<file path="src/rtl/watch_time_counter_pkg.sv">
// Shared watch definitions: mode encodings driven by watch_fsm and the
// base-60 modulus used by the counters and the display.
package watch_time_counter_pkg;

  typedef enum logic [2:0] {
    S_STOPWATCH_HIDE_STOPPED = 3'b000,
    S_SET_H                  = 3'b001,
    S_SET_M                  = 3'b010,
    S_STOPWATCH_SHOW_STOPPED = 3'b011,
    S_STOPWATCH_SHOW_RUNNING = 3'b100,
    S_STOPWATCH_RESET        = 3'b101,
    S_STOPWATCH_HIDE_RUNNING = 3'b110
  } watch_state_e;

  // Seconds and minutes both count modulo sixty.
  localparam int MOD_60 = 32'd60;

endpackage

</file>
<file path="src/rtl/watch_time_counter_mod_counter.sv">
// Registered modulo-MOD counter with clear and enable; carry flags the
// enabled step that wraps back to zero, so counters chain by carry.
module mod_counter #(
  parameter int MOD = 32'd60
) (
  input  logic       clk,
  input  logic       rst_n,
  input  logic       en,
  input  logic       clr,
  output logic [5:0] value,
  output logic       carry
);

  localparam logic [5:0] LAST = 6'(MOD - 32'd1);

  // Count register: reset/clear to zero, step on enable, wrap at MOD-1.
  // The >= compare keeps the value legal even if it were ever disturbed.
  always_ff @(posedge clk) begin
    if (!rst_n) begin
      value <= 6'd0;
    end else if (clr) begin
      value <= 6'd0;
    end else if (en) begin
      if (value >= LAST) begin
        value <= 6'd0;
      end else begin
        value <= value + 6'd1;
      end
    end else begin
      value <= value;
    end
  end

  assign carry = en && (value == LAST);

endmodule

</file>
<file path="src/rtl/watch_time_counter.sv">
// Time-of-day and stopwatch counters for the watch. A rising edge of the
// 1 Hz seconds_clk is turned into a one-cycle tick; the current mode decides
// which counter chains see the tick and whether the set button is honoured.
module watch_time_counter
  import watch_time_counter_pkg::*;
#(
  parameter int HOUR_MOD    = 32'd24,
  parameter int SW_HOUR_MOD = 32'd24
) (
  input  logic       clk,
  input  logic       rst_n,
  input  logic       seconds_clk,
  input  logic [2:0] state,
  input  logic       inc,
  output logic [5:0] current_s,
  output logic [5:0] current_m,
  output logic [5:0] current_h,
  output logic [5:0] stopwatch_s,
  output logic [5:0] stopwatch_m,
  output logic [5:0] stopwatch_h
);

  logic seconds_prev;
  logic tick;
  logic time_run, set_h, set_m, sw_run, sw_clr;
  logic tod_s_carry, tod_m_carry, tod_h_carry_unused;
  logic sw_s_carry, sw_m_carry, sw_h_carry_unused;
  logic tod_m_en, tod_h_en;

  // Seconds_clk history; resets high so a level already high at release
  // is not mistaken for a fresh edge.
  always_ff @(posedge clk) begin
    if (!rst_n) begin
      seconds_prev <= 1'b1;
    end else begin
      seconds_prev <= seconds_clk;
    end
  end

  assign tick = seconds_clk && !seconds_prev;

  // Mode decode: which chains run, which are being set, stopwatch clear.
  // Undefined mode 3'b111 falls to the default and freezes everything.
  always_comb begin
    time_run = 1'b0;
    set_h    = 1'b0;
    set_m    = 1'b0;
    sw_run   = 1'b0;
    sw_clr   = 1'b0;
    case (state)
      S_SET_H: set_h = 1'b1;
      S_SET_M: set_m = 1'b1;
      S_STOPWATCH_RESET: begin
        time_run = 1'b1;
        sw_clr   = 1'b1;
      end
      S_STOPWATCH_SHOW_RUNNING, S_STOPWATCH_HIDE_RUNNING: begin
        time_run = 1'b1;
        sw_run   = 1'b1;
      end
      S_STOPWATCH_HIDE_STOPPED, S_STOPWATCH_SHOW_STOPPED: time_run = 1'b1;
      default: time_run = 1'b0;
    endcase
  end

  // A minute wrap while setting minutes must not reach the hours, so the
  // carry path into hours is gated by the running condition.
  assign tod_m_en = (time_run && tod_s_carry) || (set_m && inc);
  assign tod_h_en = (time_run && tod_m_carry) || (set_h && inc);

  mod_counter #(.MOD(MOD_60)) u_tod_s (
    .clk(clk), .rst_n(rst_n), .en(tick && time_run), .clr(set_h || set_m),
    .value(current_s), .carry(tod_s_carry)
  );

  mod_counter #(.MOD(MOD_60)) u_tod_m (
    .clk(clk), .rst_n(rst_n), .en(tod_m_en), .clr(1'b0),
    .value(current_m), .carry(tod_m_carry)
  );

  mod_counter #(.MOD(HOUR_MOD)) u_tod_h (
    .clk(clk), .rst_n(rst_n), .en(tod_h_en), .clr(1'b0),
    .value(current_h), .carry(tod_h_carry_unused)
  );

  mod_counter #(.MOD(MOD_60)) u_sw_s (
    .clk(clk), .rst_n(rst_n), .en(tick && sw_run), .clr(sw_clr),
    .value(stopwatch_s), .carry(sw_s_carry)
  );

  mod_counter #(.MOD(MOD_60)) u_sw_m (
    .clk(clk), .rst_n(rst_n), .en(sw_s_carry), .clr(sw_clr),
    .value(stopwatch_m), .carry(sw_m_carry)
  );

  mod_counter #(.MOD(SW_HOUR_MOD)) u_sw_h (
    .clk(clk), .rst_n(rst_n), .en(sw_m_carry), .clr(sw_clr),
    .value(stopwatch_h), .carry(sw_h_carry_unused)
  );

endmodule

</file>
<file path="config.mk">
export PLATFORM = sky130hd
export DESIGN_NAME = watch_time_counter
export DESIGN_NICKNAME = d
export VERILOG_FILES = /design/src/rtl/watch_time_counter_pkg.sv /design/src/rtl/watch_time_counter_mod_counter.sv /design/src/rtl/watch_time_counter.sv
export SDC_FILE = /design/constraint.sdc
export NUM_CORES = 1
export LEC_CHECK = 0
export CAP_MARGIN = 10
export CORE_MARGIN = 2
export CORE_UTILIZATION = 56
export CTS_BUF_LIST = sky130_fd_sc_hd__clkbuf_8
export DETAILED_ROUTE_END_ITERATION = 16
export GPL_ROUTABILITY_DRIVEN = 0
export PLACE_DENSITY = 0.85
export SLEW_MARGIN = 20
export SYNTH_ARGS = -nofsm -noshare
export SYNTH_HDL_FRONTEND = slang
export SYNTH_HIERARCHICAL = 1
export SYNTH_SLANG_ARGS = --single-unit
</file>
<file path="constraint.sdc">
create_clock -name clk -period 4.9 [get_ports clk]
set_input_delay 0.98 -clock clk [delete_from_list [all_inputs] [get_ports clk]]
set_output_delay 0.98 -clock clk [all_outputs]
set_load 0.02 [all_outputs]
</file>
==> metrics.yaml, run 1 <==
gr-total-overflow: 0
ios: 43
fin_crit_sh_pct: 84.6
fin_area_sq_um: 2570
endpoint: "u_tod_h/value[2]"
regToRegSetupSlack_ps: 1720
vias: 1697
maxSlewViolCount: 0
post_cts_buffers: 0
max-clock-path-buffers: 2
setup_viol: 0
first_pass_iters: 4
fin_crit_ps: 4140
tightest_slew_ps: 517
hold_path_class: "flip-flop to flip-flop"
place_area_sq_um: 2440
start_util_pct: 58.5
rsz0062_at_grt: "no"
die_h_microns: 63.0
min_path_cells: 2
antenna_left: 0
cts_buffers: 5
r2r_end: "u_tod_h/value[2]"
viasPerCell: 5.51
outcome: "finished clean"
cts_hold_buffers: 0
max_freq_ghz: 0.241
htree_levels: 2
crit_type: "primary input to flip-flop"
routed_wl_microns: 3940
synthToLayoutAreaGrowth_pct: 32.0
cap_violations: 0
avgSynthCellArea_sq_um: 9.24
drive_gt1_share_pct: 13.7
n_antenna_cell: 0
clock-root-buffer: "clkbuf_8"
drt-initial-drc-count: 103
p_per_area_nw_per_um2: 251
grt_max_degree: 13
nets: 274
cts_resized: 0
grt_pass1_wl_microns: 6970
hold_ws_ps: 537
multi_input_area_sq_um: 1170
r2r-start: "seconds_prev"
avgRoutedWirePerCell_microns: 12.8
antenna_found_initial: 0
yosys_warnings: 6
regArea_sq_um: 741
cts_tree: "built"
tns_ps: 0
port_buffers: 42
cp_max_fo: 8
power_mw: 0.647
hold_violations: 0
grt_usage_pct: 21.7
drc_errors: 0
relSlewSlack_pct: 65.5
ir_drop_mv: 0.183
core_sq_um: 3340
cp.required_ps: 5120
netlist_area_sq_um: 1950
power_leakage_nw: 1.02
cts_sinks: 37
n_fill_cell: 235
dp_hpwl_microns: 2890
die_area_sq_um: 3970
rows: 21
synth_cells: 211
critPathLaunchType: "primary input"
clkLatencyLatePin_ps: 280
chipWidth_microns: 63.0
rr_worst_depth: 16
finalClockSkew_ps: 6.83
grt_pass1_vias: 1549
startpoint: "state[2]"
crit_arrival_ps: 4360
end_kind: "flip-flop"
clk_pin_slew_ps: 80
==> routing by layer <==
layer	vias up	track usage, %	part of all wire, %
met5	-	0	0
met4	0	8.61	1.1
met3	6	5.05	4.3
met2	32	34.7	47
met1	801	28.2	48
li1	858	-	-
==> how the worst min path moves through the flow <==
stage                  endpoint              from  slack (ps)
2_1_floorplan   u_sw_m/value[5]   u_sw_m/value[5]         590
3_3_place_gp   u_tod_s/value[5]  u_tod_s/value[5]         500
3_5_place_dp    u_sw_s/value[5]   u_sw_s/value[5]         520
4_1_cts         u_sw_s/value[5]   u_sw_s/value[5]         540
5_1_grt         u_sw_h/value[5]   u_sw_h/value[5]         560
6_report        u_sw_m/value[5]   u_sw_m/value[5]         540
==> power by group <==
part	switching [mW]	internal, mW	total (mW)
clock	0.108	0.202	0.310
combinational	0.0192	0.0148	0.0340
sequential	0.00110	0.302	0.303
total	0.128	0.519	0.647
==> worst max-delay path: stages <==
cell and delay [ps]:
clkdlybuf4s50_1 570, nand2b_1 190, o21ai_0 90, a31oi_1 180
buf_4 180, nand2_1 90, nor3_1 250, mux2_4 210
a32o_1 320, nand2_1 140, nor3_1 220, mux2i_1 110
o2bb2ai_1 150, buf_4 180, nand3b_1 90, a221o_1 310
a21oi_2 100
==> flip-flops by register name, summed over array words and instances, names as in the netlist <==
name / cells
u_sw_h/value: 6
u_sw_m/value: 6
u_sw_s/value: 6
u_tod_h/value: 6
u_tod_m/value: 6
u_tod_s/value: 6
seconds_prev: 1
==> through the flow <==
stage               util (%)  cells  worst slack [ps]
finish                  77.2    308               756
global route            77.2    308               480
CTS                     77.2    308               795
detailed placement      73.2    300               580
global placement        73.2    300               759
floorplan                  -    213              1350
==> cell type report <==
type	instances	area share, %
Multi-Input combinational cell	164	45.3
Sequential cell	37	28.8
Timing Repair Buffer	46	17.5
Clock buffer	5	2.67
Clock inverter	3	2.53
Tap cell	46	2.24
Inverter	7	1.02
==> cells in the final DEF (no fill, tap or decap), drive strengths merged, types with 3 or more instances in the layout <==
cell and count:
clkdlybuf4s50 42, dfxtp 37, nor2 22, o21ai 16
xor2 12, nand2b 11, nand2 11, nor2b 8
a21oi 8, nand4 8, inv 7, nand3 6
nor3 6, ha 6, mux2i 5, xnor2 5
clkbuf 5, nor3b 4, a41o 4, buf 4
or3 4, conb 3
No activity file was read; power rests on OpenSTA's default activity.
==> run 2, diff against run 1 <==
CORE_UTILIZATION = 47   (was 56)
PLACE_DENSITY = 0.76   (was 0.85)
clock period = 3.36 ns   (was 4.9 ns; I/O delays follow)
==> run 2 against run 1 <==
Via count increased by 3.3%. Combinational power increased by 79%. Flip-flop and latch count unchanged. Worst setup slack got worse by 650 ps. Register-to-register slack got worse by 1000 ps. Power increased by 22%. Routed wire length increased by 6.0%. Worst hold slack got worse by 11 ps. Cell count increased by 6.5%. Global-route usage decreased by 2.8 points. Non-clock buffer count increased by 16. Critical path type unchanged.
==> metrics.yaml, run 2 (synthesized netlist as in run 1, its figures left out) <==
p_seq_share_pct: 55.8  # was 46.8%
cp.required_ps: 3590  # was 5120 ps
gr-total-overflow: 0  # unchanged
setup_viol: 0  # unchanged
clk_pin_slew_ps: 70  # was 80 ps
end_kind: "flip-flop"  # unchanged
fin_area_sq_um: 2690  # was 2570 sq um
clkLatencyLatePin_ps: 290  # was 280 ps
core_sq_um: 4000  # was 3340 sq um
nets: 290  # was 274
rows: 23  # was 21
mostFrequentLayoutCell: "clkdlybuf4s50_1"  # unchanged
ios: 43  # unchanged
combPwrFrac_pct: 7.7  # was 5.2%
hold_violations: 0  # unchanged
p_per_area_nw_per_um2: 294  # was 251 nW/um^2
dp.cells: 317  # was 300
p_clk_share_pct: 36.5  # was 48.0%
start_util_pct: 48.8  # was 58.5%
cap_violations: 0  # unchanged
cp_common_cell: "buf_4"
clock-root-buffer: "clkbuf_8"  # unchanged
die_area_sq_um: 4680  # was 3970 sq um
first_pass_iters: 4  # unchanged
utilization_pct: 67.3  # was 77.2%
grt_pass1_vias: 1539  # was 1549
ir_drop_mv: 0.211  # was 0.183 mV
viasPerCell: 5.34  # was 5.51
dp_hpwl_microns: 3060  # was 2890 microns
r2r-start: "seconds_prev"  # unchanged
n_antenna_cell: 0  # unchanged
pre_cts_slack_ps: -260  # was 580 ps
port_buffers: 42  # unchanged
min_path_cells: 2  # unchanged
htree_levels: 2  # unchanged
final_cell_mix: "clkdlybuf4s50_1 (41), dfxtp_1 (37), nor2_1 (22)"  # was clkdlybuf4s50_1 (42), dfxtp_1 (37), nor2_1 (22)
cp_max_fo: 4  # was 8
antenna_left: 0  # unchanged
power_mw: 0.792  # was 0.647 mW
grt_usage_pct: 18.9  # was 21.7%
finalClockSkew_ps: 3.92  # was 6.83 ps
outcome: "finished clean"  # unchanged
drive_gt1_share_pct: 20.1  # was 13.7%
chipWidth_microns: 68.4  # was 63.0 microns
vias: 1753  # was 1697
cpPeakStageDelay_ps: 480  # was 570 ps
die_h_microns: 68.4  # was 63.0 microns
critPathLaunchType: "primary input"  # unchanged
fin_crit_ps: 3250
max_freq_ghz: 0.307
tns_ps: 0  # unchanged
grt_max_degree: 11  # was 13
hold_path_class: "flip-flop to flip-flop"  # unchanged
drt-initial-drc-count: 82  # was 103
cts_hold_buffers: 0  # unchanged
maxSlewViolCount: 0  # unchanged
p_int_mw: 0.608  # was 0.519 mW
crit_type: "primary input to flip-flop"  # unchanged
max-clock-path-buffers: 2  # unchanged
grt_pass1_wl_microns: 6660  # was 6970 microns
min_from: "u_tod_m/value[5]"  # was u_sw_m/value[5]
worst_hold_path.endpoint: "u_tod_m/value[5]"  # was u_sw_m/value[5]
regToRegSetupSlack_ps: 670  # was 1720 ps
routed_wl_microns: 4170  # was 3940 microns
cts_tree: "built"  # unchanged
instances_no_fill: 328  # was 308
cts_sinks: 37  # unchanged
cts_buffers: 5  # unchanged
switching_share_pct: 23.2  # was 19.8%
hold_ws_ps: 526  # was 537 ps
rr_worst_depth: 15  # was 16
switching_power_mw: 0.184  # was 0.128 mW
place_area_sq_um: 2540  # was 2440 sq um
drc_errors: 0  # unchanged
avgRoutedWirePerCell_microns: 12.7  # was 12.8 microns
synthToLayoutAreaGrowth_pct: 37.9  # was 32.0%
cp_slowest_cell: "clkdlybuf4s50_1"  # unchanged
layout_setup_ws_ps: 107  # was 756 ps
worstPathCellList: "clkdlybuf4s50_1, buf_4, nand2b_2, a31oi_2, nand2_1, nor3_2, mux2_4, a32o_2, nand2_2, nor3_4, mux2i_1, o2bb2ai_1, buf_4, nand3b_1, a221o_1, a21oi_2"  # was clkdlybuf4s50_1, nand2b_1, o21ai_0, a31oi_1, buf_4, nand2_1, nor3_1, mux2_4, a32o_1, nand2_1, nor3_1, mux2i_1, o2bb2ai_1, buf_4, nand3b_1, a221o_1, a21oi_2
r2r_end: "u_tod_h/value[2]"  # unchanged
crit_arrival_ps: 3480  # was 4360 ps
power_leakage_nw: 1.11  # was 1.02 nW
antenna_found_initial: 0  # unchanged
fin_crit_sh_pct: 96.8
run 2: changes by cell type in the layout (fill, tap and decap cells not counted), sizes merged:
cell           delta
buf              +16
inv               +3
dlymetal6s2s      +1
clkdlybuf4s50     -1
bufinv            -2
clkinv            -1
run 2: power by group through the flow:
stage	combinational (mW)	clock (mW)	sequential, mW
floorplan	0.0296	0	0.453
global placement	0.0566	0	0.452
detailed placement	0.0573	0	0.452
CTS	0.0575	0.298	0.442
global route	0.0664	0.317	0.442
finish	0.0609	0.289	0.442
run 2: worst max-delay path by stage:
stage | endpoint | start | slack, ps | cells after the start
2_1_floorplan | u_tod_h/value[2] | state[1] | 120 | 16
3_5_place_dp | u_tod_h/value[2] | state[2] | -260 | 16
4_1_cts | u_tod_h/value[2] | state[2] | 50 | 16
6_report | u_tod_h/value[2] | state[2] | 110 | 16
3_3_place_gp | u_tod_h/value[2] | seconds_clk | -10 | 16
5_1_grt | u_tod_h/value[2] | seconds_clk | -90 | 16
run 2: final cells by class:
cell class	count	area [sq um]
inverters	7	26.3
well taps	50	62.6
fillers	314	1310
repair buffers	62	573
flip-flops and latches	37	741
clock buffers	5	68.8
clock inverters	3	11.3
multi-input cells	164	1210
run 2: routing by layer:
metal / vias up / part of all wire [%] / track usage [%]
met2: 42 / 47 / 30.0
met1: 826 / 46 / 23.2
li1: 879 / - / -
met3: 6 / 4.7 / 5.59
met4: 0 / 1.6 / 9.00
met5: - / 0 / 0
run 2: repair_timing:
action | CTS | global route
setup buffers | 0 | 3
setup endpoints to repair | 0 | 5
resized for setup | 0 | 11
run 2: worst max-delay path, delay by kind of cell:
kind	cells	cell delay (ps)
multiplexers	2	290
AO/OA/AOI/OAI	5	1050
AND/OR/NAND/NOR	6	740
buffers and inverters	3	750
==> run 3, diff against run 2 <==
==> constraint.sdc (replaced) <==
create_clock -name clk -period 3.36 [get_ports clk]
set_input_delay 0.336 -clock clk [delete_from_list [all_inputs] [get_ports clk]]
set_output_delay 0.336 -clock clk [all_outputs]
set_load 0.02 [all_outputs]
==> run 3 against run 2 <==
Combinational power is 13% lower. Worst setup slack better by 320 ps. Global-route usage is 0.97 points higher. Via count is 5.5% lower. Fmax is 11% higher. Sequential power hardly changed. Non-clock buffer count is 11 lower. Worst hold slack worse by 1.3 ps.
==> metrics.yaml, run 3 (synthesized netlist as in run 1, its figures left out) <==
drt-initial-drc-count: 51  # was 82
max_freq_ghz: 0.341  # was 0.307 GHz
setup_viol: 0  # unchanged
start_util_pct: 48.8  # unchanged
synthToLayoutAreaGrowth_pct: 31.8  # was 37.9%
drc_errors: 0  # unchanged
r2r-start: "seconds_prev"  # unchanged
routed_wl_microns: 4140  # was 4170 microns
hold_path_class: "flip-flop to flip-flop"  # unchanged
hold_ws_ps: 525  # was 526 ps
chipWidth_microns: 68.4  # unchanged
n_antenna_cell: 0  # unchanged
rows: 23  # unchanged
fin_crit_sh_pct: 87.2  # was 96.8%
crit_type: "primary input to flip-flop"  # unchanged
top_usage_layer: "met2"  # unchanged
core_sq_um: 4000  # unchanged
outcome: "finished clean"  # unchanged
use_met1_pct: 23.9  # was 23.2%
grt.met3_usage_pct: 4.93  # was 5.59%
grt_pass1_vias: 1615  # was 1539
ios: 43  # unchanged
startpoint: "state[2]"  # unchanged
power_leakage_nw: 1.03  # was 1.11 nW
vias: 1657  # was 1753
fin_crit_ps: 2930  # was 3250 ps
p_per_area_nw_per_um2: 308  # was 294 nW/um^2
cts_tree: "built"  # unchanged
die_area_sq_um: 4680  # unchanged
first_pass_iters: 4  # unchanged
cp.required_ps: 3580  # was 3590 ps
grt_use_met2_pct: 33.8  # was 30.0%
mostFrequentLayoutCell: "clkdlybuf4s50_1"  # unchanged
grt_pass1_wl_microns: 6990  # was 6660 microns
critPathLaunchType: "primary input"  # unchanged
clock-root-buffer: "clkbuf_8"  # unchanged
grt_usage_pct: 19.9  # was 18.9%
n_fill_cell: 352  # was 314
hold_violations: 0  # unchanged
final_cell_mix: "clkdlybuf4s50_1 (42), dfxtp_1 (37), nor2_1 (22)"  # was clkdlybuf4s50_1 (41), dfxtp_1 (37), nor2_1 (22)
port_buffers: 42  # unchanged
ir_drop_mv: 0.164  # was 0.211 mV
nets: 279  # was 290
cp_max_fo: 8  # was 4
min_from: "u_tod_m/value[5]"  # unchanged
cap_violations: 0  # unchanged
crit_arrival_ps: 3160  # was 3480 ps
clkLatencyLatePin_ps: 290  # about the same
finalClockSkew_ps: 3.29  # was 3.92 ps
instances_no_fill: 317  # was 328
max-clock-path-buffers: 2  # unchanged
cts_hold_buffers: 0  # unchanged
antenna_found_initial: 0  # unchanged
viasPerCell: 5.23  # was 5.34
pre_cts_slack_ps: 66.8  # was -260 ps
rsz0062_at_grt: "no"
cts_sinks: 37  # unchanged
tns_ps: 0  # unchanged
maxSlewViolCount: 0  # unchanged
cts_buffers: 5  # unchanged
clk_pin_slew_ps: 70  # about the same
grt_max_degree: 12  # was 11
htree_levels: 2  # unchanged
drive_gt1_share_pct: 15.4  # was 20.1%
gr-total-overflow: 0  # unchanged
layout_setup_ws_ps: 428  # was 107 ps
avgRoutedWirePerCell_microns: 13.1  # was 12.7 microns
dp.cells: 309  # was 317
antenna_left: 0  # unchanged
dp_hpwl_microns: 3010  # was 3060 microns
die_h_microns: 68.4  # unchanged
end_kind: "flip-flop"  # unchanged
-- run 3: area by class of cell --
type	count	area, sq um	area share (%)
repair buffers	51	488	19.0
flip-flops and latches	37	741	28.8
clock inverters	3	13.8	0.535
inverters	7	26.3	1.02
well taps	50	62.6	2.43
clock buffers	5	68.8	2.68
multi-input cells	164	1170	45.5
-- run 3: timing repair --
item | in CTS | in global routing
buffers inserted | 0 | 0
resized for setup | 0 | 1
setup endpoints to repair | 0 | 3
-- run 3: through the flow --
step / instance area, sq um / util, % / total power, mW
2_1_floorplan: 1960 / - / 0.483
3_3_place_gp: 2480 / 62.1 / 0.504
3_5_place_dp: 2480 / 62.1 / 0.504
4_1_cts: 2570 / 64.2 / 0.801
5_1_grt: 2570 / 64.3 / 0.826
6_report: 2570 / 64.3 / 0.792
-- run 3: path summary, 6_finish.rpt --
path / end / slack, ps / cells after the start
min: u_tod_m/value[5] / 520 / 2
min reg2reg: u_tod_m/value[5] / 520 / 2
max reg2reg: u_tod_h/value[2] / 670 / 15
max: u_tod_h/value[2] / 430 / 16
-- run 3: routing by layer --
layer	vias to the layer above	share of wire, %
met5	-	0
met4	0	1.6
met2	35	47
met1	754	47
li1	860	-
met3	8	4.3
-- run 3: power by group --
part	leakage, nW	switching (mW)	internal [mW]
combinational	0.680	0.0284	0.0245
sequential	0.298	0.00159	0.440
clock	0.0491	0.157	0.141
total	1.03	0.187	0.605
-- run 3: worst max-delay path, stage by stage --
cell	delay [ps]
clkdlybuf4s50_1	470
buf_4	130
nand2b_2	80
a31oi_1	240
nand2_1	110
nor3_1	210
mux2_4	190
a32o_1	180
nand2_1	90
nor3_2	160
mux2i_1	120
o2bb2ai_1	170
buf_4	180
nand3b_1	80
a221o_1	310
a21oi_2	110
